`src/rtl/mux8_sched_pkg.sv`:
```
// Shared types and widths for the 8-input round-robin mux scheduler.
package mux8_sched_pkg;
    localparam int N_IN  = 8;
    localparam int SEL_W = 3;
    localparam int CNT_W = 4;

    typedef enum logic {
        IDLE  = 1'b0,
        GRANT = 1'b1
    } state_t;
endpackage

```
`src/rtl/rr_pick8.sv`:
```
// Combinational round-robin picker: first set bit of cand scanning ptr, ptr+1, ... mod 8.
module rr_pick8
    import mux8_sched_pkg::*;
(
    input  logic [N_IN-1:0]  cand,
    input  logic [SEL_W-1:0] ptr,
    output logic [SEL_W-1:0] idx,
    output logic             found
);
    logic [SEL_W-1:0] k;

    always_comb begin
        found = 1'b0;
        idx   = ptr;
        k     = ptr;
        for (int i = 0; i < N_IN; i++) begin
            // 3-bit addition wraps naturally, giving the modulo-8 scan order.
            k = ptr + SEL_W'(i);
            if (!found && cand[k]) begin
                found = 1'b1;
                idx   = k;
            end
        end
    end
endmodule

```
`src/rtl/mux8_rr_scheduler.sv`:
```
// Round-robin owner of a shared 8:1 mux: registered one-hot grant plus select bits,
// with each tenure capped at HOLD_MAX cycles.
module mux8_rr_scheduler
    import mux8_sched_pkg::*;
#(
    parameter int HOLD_MAX = 4
) (
    input  logic            clk,
    input  logic            rst_n,
    input  logic [7:0]      req,
    input  logic            done,
    output logic            s0,
    output logic            s1,
    output logic            s2,
    output logic [7:0]      gnt,
    output logic            busy
);
    // Handshake: a requester holds req[k] high until it sees gnt[k]; while it owns the
    // mux it keeps req[k] high, and either done or dropping req[k] releases at that edge.
    localparam logic [CNT_W-1:0] CNT_LAST = CNT_W'(HOLD_MAX - 1);

    state_t           state_q, state_d;
    logic [SEL_W-1:0] ptr_q, ptr_d;
    logic [SEL_W-1:0] sel_q, sel_d;
    logic [CNT_W-1:0] cnt_q, cnt_d;
    logic [N_IN-1:0]  gnt_q, gnt_d;
    logic [SEL_W-1:0] pick_idx;
    logic             pick_found;
    logic             rel;

    rr_pick8 u_pick (
        .cand  (req),
        .ptr   (ptr_q),
        .idx   (pick_idx),
        .found (pick_found)
    );

    assign rel = done | ~req[sel_q] | (cnt_q == CNT_LAST);

    always_comb begin
        state_d = state_q;
        ptr_d   = ptr_q;
        sel_d   = sel_q;
        cnt_d   = cnt_q;
        gnt_d   = gnt_q;
        case (state_q)
            IDLE: begin
                if (pick_found) begin
                    state_d = GRANT;
                    sel_d   = pick_idx;
                    gnt_d   = N_IN'(1) << pick_idx;
                    cnt_d   = '0;
                    ptr_d   = pick_idx + SEL_W'(1);
                end
            end
            GRANT: begin
                if (!rel) begin
                    cnt_d = cnt_q + CNT_W'(1);
                end else if (pick_found) begin
                    // ptr already sits at owner+1, so the owner only wins again when alone.
                    sel_d = pick_idx;
                    gnt_d = N_IN'(1) << pick_idx;
                    cnt_d = '0;
                    ptr_d = pick_idx + SEL_W'(1);
                end else begin
                    state_d = IDLE;
                    gnt_d   = '0;
                    cnt_d   = '0;
                end
            end
            default: begin
                state_d = IDLE;
                gnt_d   = '0;
            end
        endcase
    end

    always_ff @(posedge clk) begin
        if (!rst_n) begin
            state_q <= IDLE;
            ptr_q   <= '0;
            sel_q   <= '0;
            cnt_q   <= '0;
            gnt_q   <= '0;
        end else begin
            state_q <= state_d;
            ptr_q   <= ptr_d;
            sel_q   <= sel_d;
            cnt_q   <= cnt_d;
            gnt_q   <= gnt_d;
        end
    end

    // busy is the FSM state itself, so the state is observable at the boundary.
    assign busy         = (state_q == GRANT);
    assign gnt          = gnt_q;
    assign {s2, s1, s0} = sel_q;
endmodule
```
`config.mk`:
```
export PLATFORM = sky130hd
export DESIGN_NAME = mux8_rr_scheduler
export DESIGN_NICKNAME = d
export VERILOG_FILES = /design/src/rtl/mux8_sched_pkg.sv /design/src/rtl/rr_pick8.sv /design/src/rtl/mux8_rr_scheduler.sv
export SDC_FILE = /design/constraint.sdc
export NUM_CORES = 1
export LEC_CHECK = 0
export ABC_AREA = 1
export CORE_MARGIN = 2
export CORE_UTILIZATION = 50
export CTS_CLUSTER_DIAMETER = 40
export DETAILED_ROUTE_END_ITERATION = 6
export GPL_TIMING_DRIVEN = 1
export PLACE_DENSITY_LB_ADDON = 0.25
export SLEW_MARGIN = 20
export SYNTH_ARGS = -nofsm -noshare
export SYNTH_HDL_FRONTEND = slang
export SYNTH_SLANG_ARGS = --single-unit
```
`constraint.sdc`:
```
create_clock -name clk -period 2.7 [get_ports clk]
set_input_delay 0.405 -clock clk [delete_from_list [all_inputs] [get_ports clk]]
set_output_delay 0.405 -clock clk [all_outputs]
set_load 0.03 [all_outputs]
```
==> run metrics <==
1st-iter DRT viols=60; Reg area=384 µm²; sequential share of the synthesized area=21.9%; final WL=4460 µm; clock latency on the worst-skew pair=310 ps; critical-path cell list=inv_4 > ha_4 > inv_6 > nand3_2 > nand2_2 > nand2_1 > nand2_2 > nand2_2 > nor2_4 > buf_4 > nand3_1 > nand2_1 > inv_1 > nand2_1 > nand3_1 > nand3_1 > nand2_1 > nand2_2 > inv_2 > ha_1 > a21oi_1; min-delay worst type=flip-flop to flip-flop; CP required=2950 ps; slowest CP cell=dfxtp_2; clock tree root driver cell=clkbuf_4; Final ANT Viol Nets=0; Unique masters post-synth=32; io pins=23; Mapped Cells=271; CTS Buf Count=3; warnings from Yosys=0; global-route wire length before repair=7670 µm; Seq cells post-synth=19; DIE AREA=0.00397 mm²; syn_nets=289; Die Y=63.0 µm; Area Growth Syn to Fin=36.1%; final hold violations=0; Max Fclk=398 MHz; layout cells sized above 1=29.7%; RSZ-0062 raised after global routing=true; Port Buffers=22; WS Path Type=flip-flop to flip-flop; WP buf/inv=5; Remaining Overflow, GRT=0; cell area after synthesis=0.00174 mm²; Stages on worst setup path=21; DRC viols=0; via count=1898; total core area=0.00334 mm²; largest net degree at the start of global routing=13; crit start category=flip-flop; slew of the pin with the lowest slew margin=397 ps; Final GP Congestion=0.883; clk buf depth=2; drt first pass iters=4; Final period util=93.0%; status=completed; Critical Path Fanout Max=6; antenna violations before repair=0; Die W=63.0 µm; DR WL/cell=12.2 µm; crit path time final=2510 ps; Clk pin slew, worst setup/hold paths=100 ps; Setup Viol. Count Final=0; Final Skew=9.10 ps; num rows=21; Post-Layout Cell Count=366; dpl cells=356; Reg2Reg Depth=21; total track usage=23.6%; Sum Neg Setup Slack=0 ps; max_cap viols=0; CP Capture Type=flip-flop; fin. max-slew vios=0; # diodes=0; htree depth=1; worst hold path depth=2; multi-input combinational cell area=0.00131 mm²; Top delay family on crit path=simple AND/OR/NAND/NOR gates; Layout Nets=339; Final HPWL DP=3490 µm; Crit path largest cell delay=370 ps; clk sinks=19; Rel. slew slack=73.4%; data arrival time of the critical path=2760 ps; CTS tree=done; vias in the first global route=1844; cts hold-fix bufs=0; Fillers=300; Starting Density=52.1%; Avg Inst Size Synth=6.42 µm²; Via density=5.19
[cell families after synthesis]
family          share of synthesized area, %
compound gates                          10.5
xor+xnor                                1.94
fa+ha+maj                               5.04
buf+inv                                 9.57
flops                                   21.9
simple gates                            51.1
[sequential cells by signal (all words and copies together) (netlist names)]
register / count
busy: 1
gnt: 8
cnt_q: 4
sel_q: 3
ptr_q: 3
[path summary, 6_finish.rpt]
| check | endpoint | from | slack [ps] |
|---|---|---|---|
| worst max-delay path | ptr_q[2]$_SDFFE_PN0P_ | ptr_q[1]$_SDFFE_PN0P_ | 190 |
| worst min-delay path | gnt[3]$_SDFFE_PN0P_ | gnt[3]$_SDFFE_PN0P_ | 450 |
| worst max register to register | ptr_q[2]$_SDFFE_PN0P_ | ptr_q[1]$_SDFFE_PN0P_ | 190 |
| worst min register to register | gnt[3]$_SDFFE_PN0P_ | gnt[3]$_SDFFE_PN0P_ | 450 |
[routing by layer]
metal  global-route usage (%)  routed length, µm  up-vias
li1                         -                  -      996
met1                     29.0               1960      867
met2                     41.9               2350       30
met3                     1.26                 98        5
met5                        0                  0        -
met4                     11.1                 50        0
[per-stage QoR]
step                      utilization, %  setup WS, ps  area, µm²  hold slack (ps)
final                               70.9           188       2370              452
after global routing                70.9         -48.7       2370              495
after CTS                           65.7         0.194       2190              457
after detailed placement            64.8          -120       2160              437
after global placement              64.8         -25.2       2160              429
after floorplan                        -          6.77       1740              455
[worst register-to-register path, stage by stage, from the launching register on]
cell and delay [ps]:
dfxtp_2 370, inv_4 40, ha_4 290, inv_6 100
nand3_2 100, nand2_2 80, nand2_1 60, nand2_2 90
nand2_2 70, nor2_4 130, buf_4 120, nand3_1 50
nand2_1 60, inv_1 40, nand2_1 50, nand3_1 70
nand3_1 80, nand2_1 90, nand2_2 120, inv_2 50
ha_1 280, a21oi_1 110
[layout make-up]
type                       instances  share of cell area (%)
multi-input combinational        217                    55.2
timing repair buffer              51                    20.0
sequential                        19                    16.2
inverter                          29                    5.02
tap                               46                    2.43
clock buffer                       4                    1.11
[timing repair]
| action | in CTS | in global routing |
|---|---|---|
| gates resized for setup | 2 | 31 |
| pin swaps | 0 | 6 |
| setup buffers | 0 | 6 |
| endpoints found under the setup margin | 8 | 11 |
[synth_stat cells (all sizes together)]
library cell | n | area share, %
nand2 | 98 | 23
buf | 5 | 2.8
ha | 7 | 5.0
a31oi | 2 | 1.4
o21ai | 11 | 3.8
dfxtp | 19 | 22
or2 | 1 | 0.36
nor3 | 1 | 0.94
xor2 | 2 | 1.4
clkbuf | 1 | 0.22
inv | 29 | 6.5
a21oi | 12 | 4.1
o22ai | 2 | 0.72
nor2 | 23 | 7.6
nand3 | 50 | 16
nand4 | 6 | 3.0
xnor2 | 1 | 0.50
a211oi | 1 | 0.43
[placed cells by master, fill, tap and decap left out, types with 2 or more instances in the layout]
cell type	count
nand2_1	82
nand3_1	37
buf_4	25
clkdlybuf4s50_1	22
inv_1	16
dfxtp_1	16
nand2_2	13
nor2_1	13
a21oi_1	11
inv_2	10
nand3_2	10
o21ai_0	8
ha_1	6
nor2_2	5
nand4_1	5
nor2_4	4
nand3_4	3
nand2_4	3
clkbuf_4	3
dfxtp_2	3
inv_4	2
o21ai_1	2
o22ai_1	2
buf_12	2
Power is left out: the tool's default activity adds up to more than one toggle a clock period on the data nets, which glitch-free logic cannot reach.
